`src/rtl/store_buffer_coalescing.sv`:
```
// Coalescing store buffer: circular queue of speculative/committed stores, in-order
// byte-masked drain with adjacent same-word merge, and byte-granular load forwarding.
package store_buffer_coalescing_pkg;
  localparam int SB_COMMIT_WIDTH = 4;
  localparam int SB_ROB_ID_WIDTH = 7;

  typedef struct packed {
    logic                                             enable;
    logic                                             flush;
    logic [SB_COMMIT_WIDTH-1:0][SB_ROB_ID_WIDTH-1:0]  committed_rob_id;
    logic [SB_COMMIT_WIDTH-1:0]                       committed_rob_id_valid;
  } commit_feedback_pack_t;
endpackage

module store_buffer_coalescing
  import store_buffer_coalescing_pkg::*;
#(
  parameter int DEPTH        = 8,
  parameter int ADDR_WIDTH   = 32,
  parameter int DATA_WIDTH   = 32,
  parameter int ROB_ID_WIDTH = SB_ROB_ID_WIDTH,
  parameter int COMMIT_WIDTH = SB_COMMIT_WIDTH
) (
  input  logic                      clk,
  input  logic                      rst,
  input  logic                      issue_stbuf_rd,
  input  logic [ADDR_WIDTH-1:0]     issue_stbuf_read_addr,
  input  logic [3:0]                issue_stbuf_read_size,
  output logic [DATA_WIDTH-1:0]     stbuf_exlsu_bus_data,
  output logic [DATA_WIDTH/8-1:0]   stbuf_exlsu_fwd_mask,
  output logic                      stbuf_exlsu_bus_ready,
  input  logic                      exlsu_stbuf_push,
  input  logic [ROB_ID_WIDTH-1:0]   exlsu_stbuf_rob_id,
  input  logic [ADDR_WIDTH-1:0]     exlsu_stbuf_write_addr,
  input  logic [3:0]                exlsu_stbuf_write_size,
  input  logic [DATA_WIDTH-1:0]     exlsu_stbuf_write_data,
  output logic                      stbuf_exlsu_full,
  output logic                      stbuf_misaligned,
  input  commit_feedback_pack_t     commit_feedback_pack,
  output logic                      stbuf_bus_read_req,
  output logic [ADDR_WIDTH-1:0]     stbuf_bus_read_addr,
  output logic [3:0]                stbuf_bus_read_size,
  input  logic [DATA_WIDTH-1:0]     bus_stbuf_data,
  input  logic                      bus_stbuf_read_ack,
  output logic                      stbuf_bus_write_req,
  output logic [ADDR_WIDTH-1:0]     stbuf_bus_write_addr,
  output logic [DATA_WIDTH/8-1:0]   stbuf_bus_write_mask,
  output logic [DATA_WIDTH-1:0]     stbuf_bus_data,
  input  logic                      bus_stbuf_write_ack,
  output logic                      stbuf_all_empty
);
  localparam int BYTES = DATA_WIDTH / 8;
  localparam int IW    = $clog2(DEPTH);
  localparam int PW    = IW + 1;
  localparam int LB    = $clog2(BYTES);
  localparam int WAW   = ADDR_WIDTH - LB;

  function automatic logic [BYTES-1:0] lane_mask(input logic [LB-1:0] lane, input logic [3:0] size);
    for (int b = 0; b < BYTES; b++)
      lane_mask[b] = (b >= int'(lane)) && (b < int'(lane) + int'(size));
  endfunction

  logic [DEPTH-1:0]        vld_q, vld_d, cmt_q, cmt_d;
  logic [ROB_ID_WIDTH-1:0] rob_q   [DEPTH];
  logic [ROB_ID_WIDTH-1:0] rob_d   [DEPTH];
  logic [WAW-1:0]          waddr_q [DEPTH];
  logic [WAW-1:0]          waddr_d [DEPTH];
  logic [BYTES-1:0]        mask_q  [DEPTH];
  logic [BYTES-1:0]        mask_d  [DEPTH];
  logic [DATA_WIDTH-1:0]   data_q  [DEPTH];
  logic [DATA_WIDTH-1:0]   data_d  [DEPTH];
  logic [PW-1:0]           rptr_q, rptr_d, wptr_q, wptr_d;
  logic                    misal_q, misal_d;
  logic                    wr_busy_q, wr_busy_d, wr_pair_q, wr_pair_d;

  logic [IW-1:0]           head, head1;
  logic                    full, pair_cand, pair, wr_req;
  logic                    aligned, flush_now, push_ok;
  logic [PW-1:0]           ncmt;
  logic [LB-1:0]           push_lane;
  logic [BYTES-1:0]        push_mask;
  logic [DATA_WIDTH-1:0]   push_data;

  assign full            = (rptr_q ^ wptr_q) == {1'b1, {IW{1'b0}}};
  assign stbuf_exlsu_full = full;
  assign stbuf_all_empty  = (rptr_q == wptr_q);
  assign stbuf_misaligned = misal_q;

  assign head      = rptr_q[IW-1:0];
  assign head1     = head + IW'(1);
  assign wr_req    = vld_q[head] && cmt_q[head];
  assign pair_cand = vld_q[head1] && cmt_q[head1] && (waddr_q[head1] == waddr_q[head]);
  // Once a request is on the bus its shape is frozen so addr/mask/data stay stable until ack.
  assign pair      = wr_busy_q ? wr_pair_q : pair_cand;

  assign push_lane = exlsu_stbuf_write_addr[LB-1:0];
  assign aligned   = (exlsu_stbuf_write_size == 4'd1 || exlsu_stbuf_write_size == 4'd2 ||
                      exlsu_stbuf_write_size == 4'd4 || exlsu_stbuf_write_size == 4'd8) &&
                     (int'(exlsu_stbuf_write_size) <= BYTES) &&
                     ((exlsu_stbuf_write_addr[3:0] & (exlsu_stbuf_write_size - 4'd1)) == 4'd0);
  assign flush_now = commit_feedback_pack.enable && commit_feedback_pack.flush;
  assign push_ok   = exlsu_stbuf_push && !full && aligned && !flush_now;
  assign push_mask = lane_mask(push_lane, exlsu_stbuf_write_size);

  always_comb begin
    push_data = exlsu_stbuf_write_data << {push_lane, 3'b000};
    for (int b = 0; b < BYTES; b++)
      if (!push_mask[b]) push_data[8*b +: 8] = 8'h00;
  end

  always_comb begin
    vld_d   = vld_q;
    cmt_d   = cmt_q;
    rob_d   = rob_q;
    waddr_d = waddr_q;
    mask_d  = mask_q;
    data_d  = data_q;
    rptr_d  = rptr_q;
    wptr_d  = wptr_q;
    ncmt    = '0;

    if (commit_feedback_pack.enable)
      for (int e = 0; e < DEPTH; e++)
        for (int i = 0; i < COMMIT_WIDTH; i++)
          if (commit_feedback_pack.committed_rob_id_valid[i] && vld_q[e] && !cmt_q[e] &&
              rob_q[e] == commit_feedback_pack.committed_rob_id[i])
            cmt_d[e] = 1'b1;

    for (int e = 0; e < DEPTH; e++)
      if (vld_q[e] && cmt_d[e]) ncmt = ncmt + PW'(1);

    if (wr_req && bus_stbuf_write_ack) begin
      vld_d[head] = 1'b0;
      cmt_d[head] = 1'b0;
      if (pair) begin
        vld_d[head1] = 1'b0;
        cmt_d[head1] = 1'b0;
      end
      rptr_d = rptr_q + (pair ? PW'(2) : PW'(1));
    end

    if (flush_now) begin
      wptr_d = rptr_q + ncmt;
      for (int e = 0; e < DEPTH; e++)
        if (!cmt_d[e]) vld_d[e] = 1'b0;
    end else if (push_ok) begin
      vld_d[wptr_q[IW-1:0]]   = 1'b1;
      cmt_d[wptr_q[IW-1:0]]   = 1'b0;
      rob_d[wptr_q[IW-1:0]]   = exlsu_stbuf_rob_id;
      waddr_d[wptr_q[IW-1:0]] = exlsu_stbuf_write_addr[ADDR_WIDTH-1:LB];
      mask_d[wptr_q[IW-1:0]]  = push_mask;
      data_d[wptr_q[IW-1:0]]  = push_data;
      wptr_d = wptr_q + PW'(1);
    end
  end

  assign misal_d   = exlsu_stbuf_push && !full && !flush_now && !aligned;
  assign wr_busy_d = wr_req && !bus_stbuf_write_ack;
  assign wr_pair_d = pair;

  always_ff @(posedge clk) begin
    if (rst) begin
      vld_q     <= '0;
      cmt_q     <= '0;
      rptr_q    <= '0;
      wptr_q    <= '0;
      misal_q   <= 1'b0;
      wr_busy_q <= 1'b0;
      wr_pair_q <= 1'b0;
      for (int e = 0; e < DEPTH; e++) begin
        rob_q[e]   <= '0;
        waddr_q[e] <= '0;
        mask_q[e]  <= '0;
        data_q[e]  <= '0;
      end
    end else begin
      vld_q     <= vld_d;
      cmt_q     <= cmt_d;
      rob_q     <= rob_d;
      waddr_q   <= waddr_d;
      mask_q    <= mask_d;
      data_q    <= data_d;
      rptr_q    <= rptr_d;
      wptr_q    <= wptr_d;
      misal_q   <= misal_d;
      wr_busy_q <= wr_busy_d;
      wr_pair_q <= wr_pair_d;
    end
  end

  always_comb begin
    stbuf_bus_write_req  = wr_req;
    stbuf_bus_write_addr = '0;
    stbuf_bus_write_mask = '0;
    stbuf_bus_data       = '0;
    if (wr_req) begin
      stbuf_bus_write_addr = {waddr_q[head], {LB{1'b0}}};
      stbuf_bus_write_mask = pair ? (mask_q[head] | mask_q[head1]) : mask_q[head];
      for (int b = 0; b < BYTES; b++)
        stbuf_bus_data[8*b +: 8] = (pair && mask_q[head1][b]) ? data_q[head1][8*b +: 8]
                                                              : data_q[head][8*b +: 8];
    end
  end

  logic [BYTES-1:0]      ld_mask, fwd_hit;
  logic [DATA_WIDTH-1:0] fwd_data;
  logic [IW-1:0]         fidx;
  logic                  covered;

  // Walk oldest to youngest so the youngest matching entry wins each lane.
  always_comb begin
    ld_mask  = lane_mask(issue_stbuf_read_addr[LB-1:0], issue_stbuf_read_size);
    fwd_hit  = '0;
    fwd_data = '0;
    fidx     = '0;
    for (int k = 0; k < DEPTH; k++) begin
      fidx = head + IW'(k);
      for (int b = 0; b < BYTES; b++)
        if (vld_q[fidx] && mask_q[fidx][b] &&
            waddr_q[fidx] == issue_stbuf_read_addr[ADDR_WIDTH-1:LB]) begin
          fwd_hit[b]          = 1'b1;
          fwd_data[8*b +: 8]  = data_q[fidx][8*b +: 8];
        end
    end
    fwd_hit = fwd_hit & ld_mask;
    covered = (fwd_hit == ld_mask);

    stbuf_exlsu_fwd_mask  = '0;
    stbuf_exlsu_bus_data  = '0;
    stbuf_exlsu_bus_ready = 1'b0;
    stbuf_bus_read_req    = 1'b0;
    stbuf_bus_read_addr   = '0;
    stbuf_bus_read_size   = '0;
    if (issue_stbuf_rd) begin
      stbuf_exlsu_fwd_mask  = fwd_hit;
      stbuf_exlsu_bus_ready = covered || bus_stbuf_read_ack;
      for (int b = 0; b < BYTES; b++)
        stbuf_exlsu_bus_data[8*b +: 8] = fwd_hit[b] ? fwd_data[8*b +: 8] : bus_stbuf_data[8*b +: 8];
      if (!covered) begin
        stbuf_bus_read_req  = 1'b1;
        stbuf_bus_read_addr = issue_stbuf_read_addr;
        stbuf_bus_read_size = issue_stbuf_read_size;
      end
    end
  end
endmodule

```
`config.mk`:
```
export PLATFORM = sky130hd
export DESIGN_NAME = store_buffer_coalescing
export DESIGN_NICKNAME = d
export VERILOG_FILES = /design/src/rtl/store_buffer_coalescing.sv
export SDC_FILE = /design/constraint.sdc
export NUM_CORES = 2
export LEC_CHECK = 0
export ABC_AREA = 1
export BUFFER_PORTS_ARGS = -buffer_cell sky130_fd_sc_hd__buf_2
export CAP_MARGIN = 25
export CORE_MARGIN = 3
export CORE_UTILIZATION = 55
export DETAILED_ROUTE_END_ITERATION = 6
export PLACE_DENSITY = 0.7
export SYNTH_ARGS = -nofsm -noshare
export SYNTH_HDL_FRONTEND = slang
export SYNTH_SLANG_ARGS = --single-unit
```
`constraint.sdc`:
```
create_clock -name clk -period 18.32 [get_ports clk]
set_input_delay 0.916 -clock clk [delete_from_list [all_inputs] [get_ports clk]]
set_output_delay 0.916 -clock clk [all_outputs]
set_load 0.05 [all_outputs]
```
# After elaboration in Yosys (flattened, before gate mapping)
# Index checks and enable logic that the tools add are counted.
dict set report op_classes {
  eq_ne 48
  n_reduce_logical 214
  n_lt_le_gt_ge 37
  mux 260
  n_addsub 20
  n_shift 1
  bitwise_logic 23
}
# cell n
set ops {}
lappend ops {{$bmux W32 S3} 8}
lappend ops {{$bmux W30 S3} 8}
lappend ops {{$mux W32} 22}
lappend ops {{$mux W30} 17}
lappend ops {{$mux W8} 53}
lappend ops {{$eq A30 B30 Y1} 9}
lappend ops {{$bwmux W256} 1}
lappend ops {{$bwmux W240} 1}
lappend ops {{$eq A7 B7 Y1} 32}
lappend ops {{$logic_and A1 B1 Y1} 195}
lappend ops {{$mux W4} 31}
lappend ops {{$bmux W4 S3} 8}
lappend ops {{$demux W32 S3} 1}
lappend ops {{$demux W30 S3} 1}
lappend ops {{$mux W1} 90}
lappend ops {{$lt A1 B32 Y1 const A} 2}
lappend ops {{$lt A2 B32 Y1 const A} 2}
lappend ops {{$lt A3 B32 Y1 const A} 2}
lappend ops {{$bwmux W56} 1}
lappend ops {{$and A8 B8 Y8} 5}
lappend ops {{$ge A4 B4 Y1 const B} 9}
lappend ops {{$lt A3 B4 Y1 const B} 9}
lappend ops {{$not A3 Y4} 9}
lappend ops {{$add A4 B1 Y4 const B} 8}
lappend ops {{37 further kinds} 79}
dict set report word_totals {
  out_inout_bits 146
  inputBits 183
  wordCells 642
  register_bits 611
}

# Longest topological paths before layout
dict set report logic_depth {
  depth_word 26
  ltp_mapped 47
  depth_no_buf 46
}

# Worst setup path before layout
# No wires, ideal clock.
dict set report synth_path {
  kind {register to output}
  from {reg rptr_q[1]}
  to {out stbuf_bus_read_addr[22]}
  n_path_buf 11
  required_ns 17.404
  path_stages_with_launch 30
  arrival_time_ns 5.899
  path_slack_ns 11.505
  path_cell_list {dfxtp_1 > buf_2 > inv_1 > buf_2 > clkbuf_1 > clkbuf_1 > clkbuf_1 > clkbuf_1 > ha_1 > buf_2 > inv_2 > buf_4 > buf_2 > mux2i_1 > mux2i_1 > or2_2 > nand4_1 > nor2_1 > nand2_1 > nor2_4 > and2_1 > buf_4 > nand2_2 > nand2_1 > nor2_1 > nand3b_1 > nand2_1 > nor2_1 > buf_2 > nor3_1}
}
dict set report synth_via {
  elab_chain_len 18
  word_cells_on_any_way 187
  classes_between {7 x add/sub; 9 x eq/ne; 98 x mux; 9 x bitwise; 64 x reduce/logical}
}
# element line_no
set synth_lines {}
lappend synth_lines {{from (decl)} 72} ;# logic [PW-1:0] rptr_q, rptr_d, wptr_q, wptr_d;
lappend synth_lines {{from (signal assigned)} 183} ;# rptr_q <= rptr_d;
lappend synth_lines {{$add A3 B1 Y3 / $not A3 Y4 (equally long branches)} {217, 219, 220}}
lappend synth_lines {{$not A3 Y4 (not written as such) (tied with other cells)} {219, 220}}
lappend synth_lines {{$bmux W30 S3 (tied with other cells)} 220} ;# waddr_q[fidx] == issue_stbuf_read_addr[ADDR_WIDTH-1:LB]) begin
lappend synth_lines {{$mux W30 (not written as such) / $mux W4 (equally long branches)} {220, 219}}
lappend synth_lines {{$mux W30 (not written as such) (tied with other cells)} 220}
lappend synth_lines {{$eq A30 B30 Y1 / $logic_and A1 B1 Y1 (equally long branches)} {220, 219}}
lappend synth_lines {{$logic_and A1 B1 Y1 / $mux W1 (equally long branches)} 219} ;# if (vld_q[fidx] && mask_q[fidx][b] &&
lappend synth_lines {{$mux W1 (7 in series)} 219}
lappend synth_lines {{$and A4 B4 Y4 *} 225} ;# fwd_hit = fwd_hit & ld_mask;
lappend synth_lines {{$eq A4 B4 Y1 *} 226} ;# covered = (fwd_hit == ld_mask);
lappend synth_lines {{$mux W32 *} 239} ;# if (!covered) begin
lappend synth_lines {{$mux W32 *} 234} ;# if (issue_stbuf_rd) begin
lappend synth_lines {{to (decl)} 41} ;# output logic [ADDR_WIDTH-1:0] stbuf_bus_read_addr,
# Every way passes the cells marked *; elsewhere a longest branch is shown, timed or not. The select of a mux whose other input is x is not followed.

# Worst setup path in the final report
dict set report layout_path {
  from {reg rptr_q[1]}
  to {out stbuf_bus_data[24]}
}
dict set report layout_via {
  elab_chain_len 11
  word_cells_on_any_way 34
  classes_between {1 x add/sub; 1 x eq/ne; 26 x mux; 2 x bitwise; 4 x reduce/logical}
}
# element line_no
set layout_lines {}
lappend layout_lines {{$add A3 B1 Y3} 90} ;# assign head1 = head + IW'(1);
lappend layout_lines {{$not A3 Y4 (not written as such)} {92, 200}}
lappend layout_lines {{$bmux W30 S3} 92} ;# assign pair_cand = vld_q[head1] && cmt_q[head1] && (waddr_q[head1] == waddr_q[head]);
lappend layout_lines {{$mux W30 (not written as such) (2 in series)} 92}
lappend layout_lines {{$eq A30 B30 Y1} 92}
lappend layout_lines {{$logic_and A1 B1 Y1} 92}
lappend layout_lines {{$mux W1} 94} ;# assign pair = wr_busy_q ? wr_pair_q : pair_cand;
lappend layout_lines {{$logic_and A1 B1 Y1} 200} ;# stbuf_bus_data[8*b +: 8] = (pair && mask_q[head1][b]) ? data_q[head1][8*b +: 8]
lappend layout_lines {{$mux W8} 200}
lappend layout_lines {{$mux W32 *} 196} ;# if (wr_req) begin
lappend layout_lines {{to (decl)} 48} ;# output logic [DATA_WIDTH-1:0] stbuf_bus_data,
# Marks and branches as above.

==> impl_metrics.prom <==
# TYPE chip_impl_metric gauge
chip_impl_metric{name="gp_routability_congestion",unit=""} 1.082
chip_impl_metric{name="maxClockFrequency",unit="MHz"} 106.3
chip_impl_info{name="crit_path_top_delay_cell",value="sky130_fd_sc_hd__o21ai_0"} 1
chip_impl_metric{name="grt_pass1_wl",unit="microns"} 338300
chip_impl_metric{name="power.switching",unit="uW"} 945.4
chip_impl_metric{name="power.share.switching",unit="%"} 28.37
chip_impl_metric{name="ff_latch_area",unit="sq um"} 12240
chip_impl_metric{name="adder_cell_share_of_the_synthesized_area",unit="%"} 0.7857
chip_impl_metric{name="async_flop_share",unit="%"} 0
chip_impl_metric{name="synth.area.mux_share",unit="%"} 3.841
chip_impl_metric{name="critical_path_buf_inv_count",unit=""} 6
chip_impl_metric{name="place_hpwl",unit="microns"} 162600
chip_impl_metric{name="pin_count_of_the_biggest_net_entering_global_routing",unit=""} 258
chip_impl_metric{name="die_area",unit="sq um"} 97520
chip_impl_metric{name="grt_use_total",unit="%"} 44.74
chip_impl_metric{name="avgViaCountPerCell",unit=""} 6.160
chip_impl_info{name="path_cells",value="inv_8 -> ha_4 -> inv_8 -> buf_4 -> o21ai_0 -> o21ai_0 -> xor2_1 -> nor4_1 -> nand4_1 -> nand2_1 -> buf_4 -> nand2_2 -> inv_2 -> nor2_1 -> nor2_1 -> buf_2"} 1
chip_impl_metric{name="synth.cell_area",unit="sq um"} 51590
chip_impl_metric{name="yosysTopAreaCellShare",unit="%"} 23.71
chip_impl_metric{name="timing.critical_path.required",unit="ps"} 17400
chip_impl_info{name="worst_path_dominant_cell_family",value="buffers and inverters"} 1
chip_impl_metric{name="fillerInstances",unit=""} 9165
chip_impl_metric{name="post_synth.cell_area_avg",unit="sq um"} 5.773
chip_impl_metric{name="period_utilization",unit="%"} 51.36
chip_impl_metric{name="final_core_utilization",unit="%"} 60.25
chip_impl_metric{name="route.vias.total",unit=""} 62310
chip_impl_metric{name="cts_buffer_depth",unit=""} 3
chip_impl_metric{name="cts_made_buffers",unit=""} 74
chip_impl_info{name="layout_commonest_cell",value="sky130_fd_sc_hd__nand2_1"} 1
chip_impl_metric{name="drcViolationCount",unit=""} 20
chip_impl_metric{name="slew_violations",unit=""} 0
chip_impl_metric{name="ios",unit=""} 329
chip_impl_metric{name="critical_path_arrival",unit="ps"} 8490
chip_impl_metric{name="maxSlewHeadroom",unit="%"} 20.35
chip_impl_metric{name="min_period",unit="ps"} 9409
chip_impl_metric{name="synth_simple_gate_area_share",unit="%"} 27.31
chip_impl_metric{name="p_leak",unit="uW"} 0.02437
chip_impl_metric{name="final_net_count",unit=""} 9018
chip_impl_metric{name="clock_network_latency_to_the_later_pin_of_the_worst_skew_pair",unit="ps"} 670
chip_impl_metric{name="netlist-cell-type-count",unit=""} 59
chip_impl_metric{name="portBuffers",unit=""} 326
chip_impl_info{name="clk_root_buffer_cell",value="sky130_fd_sc_hd__clkbuf_16"} 1
chip_impl_metric{name="final_area",unit="sq um"} 55640
chip_impl_info{name="yosys-top-cells-area",value="sky130_fd_sc_hd__dfxtp_1 24%, sky130_fd_sc_hd__nand2_1 19%, sky130_fd_sc_hd__o21ai_0 16%"} 1
chip_impl_metric{name="pwr-share-comb",unit="%"} 11.1
chip_impl_metric{name="core.rowCount",unit=""} 111
chip_impl_info{name="timing.critical_path.to_type",value="primary output"} 1
chip_impl_metric{name="clock_sink_count",unit=""} 611
chip_impl_info{name="cts_tree",value="done"} 1
chip_impl_info{name="worstHoldPathType",value="register to register"} 1
chip_impl_info{name="post-synth-top-area-cell",value="sky130_fd_sc_hd__dfxtp_1"} 1
chip_impl_metric{name="place_inst",unit=""} 9966
chip_impl_metric{name="routedWlPerCell",unit="microns"} 22.71
chip_impl_metric{name="seqPwrFrac",unit="%"} 40.3
chip_impl_metric{name="starting_density_of_the_core",unit="%"} 55.86
chip_impl_metric{name="vdd.ir_drop.worst",unit="mV"} 0.07447
chip_impl_metric{name="coreArea",unit="sq um"} 92360
chip_impl_metric{name="worstMarginPinSlew",unit="ps"} 1182
chip_impl_metric{name="grt_remaining_overflow",unit=""} 0
chip_impl_metric{name="p_int",unit="uW"} 2388
chip_impl_metric{name="max_cap_violations",unit=""} 0
chip_impl_metric{name="ctsHtreeMaxLevel",unit=""} 3
chip_impl_metric{name="totalNegativeSetupSlack",unit="ps"} 0
chip_impl_metric{name="die-height",unit="microns"} 312.3
chip_impl_metric{name="pwr_density_cell",unit="nW/um^2"} 59.90
chip_impl_metric{name="via_count_of_the_first_global_routing_pass",unit=""} 54560
chip_impl_metric{name="postSynthCellCount",unit=""} 8937
chip_impl_metric{name="cts_hold_buf",unit=""} 0
chip_impl_metric{name="antenna_left",unit=""} 0
chip_impl_metric{name="cts_post_setup_buffers_inserted",unit=""} 0
chip_impl_metric{name="clock-skew-final",unit="ps"} 34.86
chip_impl_metric{name="synth-seq-area-share",unit="%"} 23.71
chip_impl_metric{name="post_layout_nonfiller_instances",unit=""} 10120
chip_impl_metric{name="drt_iter0_markers",unit=""} 9509
chip_impl_info{name="start_kind",value="register"} 1
chip_impl_info{name="postSynth.topFlopCell",value="sky130_fd_sc_hd__dfxtp_1"} 1
chip_impl_metric{name="cp_slowest_stage_delay",unit="ps"} 850
chip_impl_metric{name="worst-path-max-fanout",unit=""} 140
chip_impl_metric{name="die_w",unit="microns"} 312.3
chip_impl_metric{name="route.final.wire_length",unit="microns"} 229700
chip_impl_metric{name="drt_pass1_iterations",unit=""} 7
chip_impl_metric{name="yosys_warnings",unit=""} 0
chip_impl_metric{name="area_taken_by_multi_input_logic_gates",unit="sq um"} 32820
chip_impl_metric{name="area.growth.synth_to_final",unit="%"} 7.853
chip_impl_metric{name="synth_xor_xnor_area_share",unit="%"} 2.748
chip_impl_info{name="grt_setup_unrepaired",value="no"} 1
chip_impl_info{name="largest_family_of_logic_cells_by_synthesized_area",value="compound AO/OA/AOI/OAI gates"} 1
chip_impl_metric{name="timing.final.setup_violations",unit=""} 0
chip_impl_metric{name="placement.cell_area",unit="sq um"} 52870
chip_impl_metric{name="fin_worst_hold_slack",unit="ps"} 464.6
chip_impl_info{name="criticalPathCategory",value="register to primary output"} 1
chip_impl_metric{name="clk_transition_reported_paths",unit="ps"} 60
chip_impl_metric{name="synth.ff_latch_count",unit=""} 611
chip_impl_metric{name="synth_compound_gate_area_share",unit="%"} 28.66
chip_impl_metric{name="final-hold-violation-count",unit=""} 0
chip_impl_metric{name="drive_gt1_share",unit="%"} 7.378
chip_impl_info{name="run_status",value="finished with violations"} 1
chip_impl_metric{name="synth_edf_count",unit=""} 0
chip_impl_metric{name="share_clk_of_total_power",unit="%"} 48.6
chip_impl_metric{name="antenna_found_initial",unit=""} 13
chip_impl_info{name="violations_in_the_final_reports",value="design-rule violations"} 1
chip_impl_metric{name="postCtsResizedCells",unit=""} 0
chip_impl_info{name="layout_common_cells",value="2589 x sky130_fd_sc_hd__nand2_1, 1601 x sky130_fd_sc_hd__o21ai_0, 1006 x sky130_fd_sc_hd__inv_1"} 1
-- synth_stat cells, types with 26 or more instances --
cell type,n
sky130_fd_sc_hd__ha_1,26
sky130_fd_sc_hd__buf_4,35
sky130_fd_sc_hd__nor2_1,392
sky130_fd_sc_hd__mux2i_1,198
sky130_fd_sc_hd__xor2_1,143
sky130_fd_sc_hd__a31oi_1,33
sky130_fd_sc_hd__dfxtp_1,611
sky130_fd_sc_hd__o21ai_1,148
sky130_fd_sc_hd__nand4_1,62
sky130_fd_sc_hd__o21ai_0,1604
sky130_fd_sc_hd__o22ai_1,186
sky130_fd_sc_hd__buf_1,66
sky130_fd_sc_hd__o21a_1,27
sky130_fd_sc_hd__a21oi_1,581
sky130_fd_sc_hd__clkbuf_1,406
sky130_fd_sc_hd__o211ai_1,72
sky130_fd_sc_hd__nand3_1,274
sky130_fd_sc_hd__nor3_1,53
sky130_fd_sc_hd__inv_1,1008
sky130_fd_sc_hd__nand2_1,2593
sky130_fd_sc_hd__buf_2,93
sky130_fd_sc_hd__a211oi_1,43
-- worst paths after layout --
path                                               start                  endpoint  slack (ps)  depth (start not counted)
worst max register to register    rptr_q[1]$_SDFFE_PP0P_    rptr_q[2]$_SDFFE_PP0P_       10840                         15
worst max-delay path              rptr_q[1]$_SDFFE_PP0P_        stbuf_bus_data[24]        8910                         16
worst min register to register  data_q[238]$_SDFFE_PP0P_  data_q[238]$_SDFFE_PP0P_         460                          2
worst min-delay path            data_q[238]$_SDFFE_PP0P_  data_q[238]$_SDFFE_PP0P_         460                          2
-- layer usage --
layer,track usage (%),wire (microns)
met1,61.96,92590
met2,62.64,89340
met3,15.18,35860
met4,19.25,11830
met5,0,61
-- worst reg2reg max path, stage by stage (launching register included) --
cell and delay [ps]:
sky130_fd_sc_hd__dfxtp_4 370, sky130_fd_sc_hd__inv_8 610, sky130_fd_sc_hd__ha_4 600, sky130_fd_sc_hd__inv_8 700
sky130_fd_sc_hd__buf_4 880, sky130_fd_sc_hd__o21ai_0 290, sky130_fd_sc_hd__o21ai_0 850, sky130_fd_sc_hd__xor2_1 280
sky130_fd_sc_hd__nor4_1 380, sky130_fd_sc_hd__nand4_1 610, sky130_fd_sc_hd__nand2_1 770, sky130_fd_sc_hd__inv_1 210
sky130_fd_sc_hd__fa_1 490, sky130_fd_sc_hd__o21ai_0 200, sky130_fd_sc_hd__nand2_1 80, sky130_fd_sc_hd__nor2_1 120
-- per-stage QoR --
stage / total power [uW] / setup WS (ps)
floorplan: 1575 / 11510
global placement: 1720 / 9971
detailed placement: 1722 / 9846
CTS: 3316 / 9139
global route: 3405 / 8765
finish: 3333 / 8911
-- cell type report --
| type | count | share of cell area [%] |
|---|---|---|
| Clock buffer | 100 | 3.775 |
| Inverter | 1056 | 7.195 |
| Clock inverter | 35 | 0.9444 |
| Timing Repair Buffer | 410 | 4.270 |
| Multi-Input combinational cell | 6652 | 58.98 |
| Tap cell | 1243 | 2.795 |
| Antenna cell | 9 | 0.04047 |
| Sequential cell | 611 | 22.00 |
-- cell families after synthesis --
| kind of cell | Yosys count |
|---|---|
| compound gates | 2774 |
| xor+xnor | 161 |
| fa+ha+maj | 30 |
| buf+inv | 1675 |
| flops | 611 |
| mux | 198 |
| other cells | 1 |
| simple gates | 3487 |
-- sequential cells by signal (all words and copies together), names as in the netlist --
| signal | count |
|---|---|
| data_q | 256 |
| waddr_q | 240 |
| rob_q | 56 |
| mask_q | 32 |
| cmt_q | 8 |
| vld_q | 8 |
| rptr_q | 4 |
| wptr_q | 4 |
| stbuf_misaligned | 1 |
| wr_busy_q | 1 |
| wr_pair_q | 1 |
-- power by group through the flow --
| stage | Sequential [uW] | Clock [uW] | Combinational (uW) |
|---|---|---|---|
| 2_1_floorplan | 1370 | 0 | 203 |
| 3_3_place_gp | 1370 | 0 | 347 |
| 3_5_place_dp | 1370 | 0 | 349 |
| 4_1_cts | 1340 | 1620 | 350 |
| 5_1_grt | 1340 | 1680 | 385 |
| 6_report | 1340 | 1620 | 371 |
Note: power is estimated with default switching activity, not from simulation.
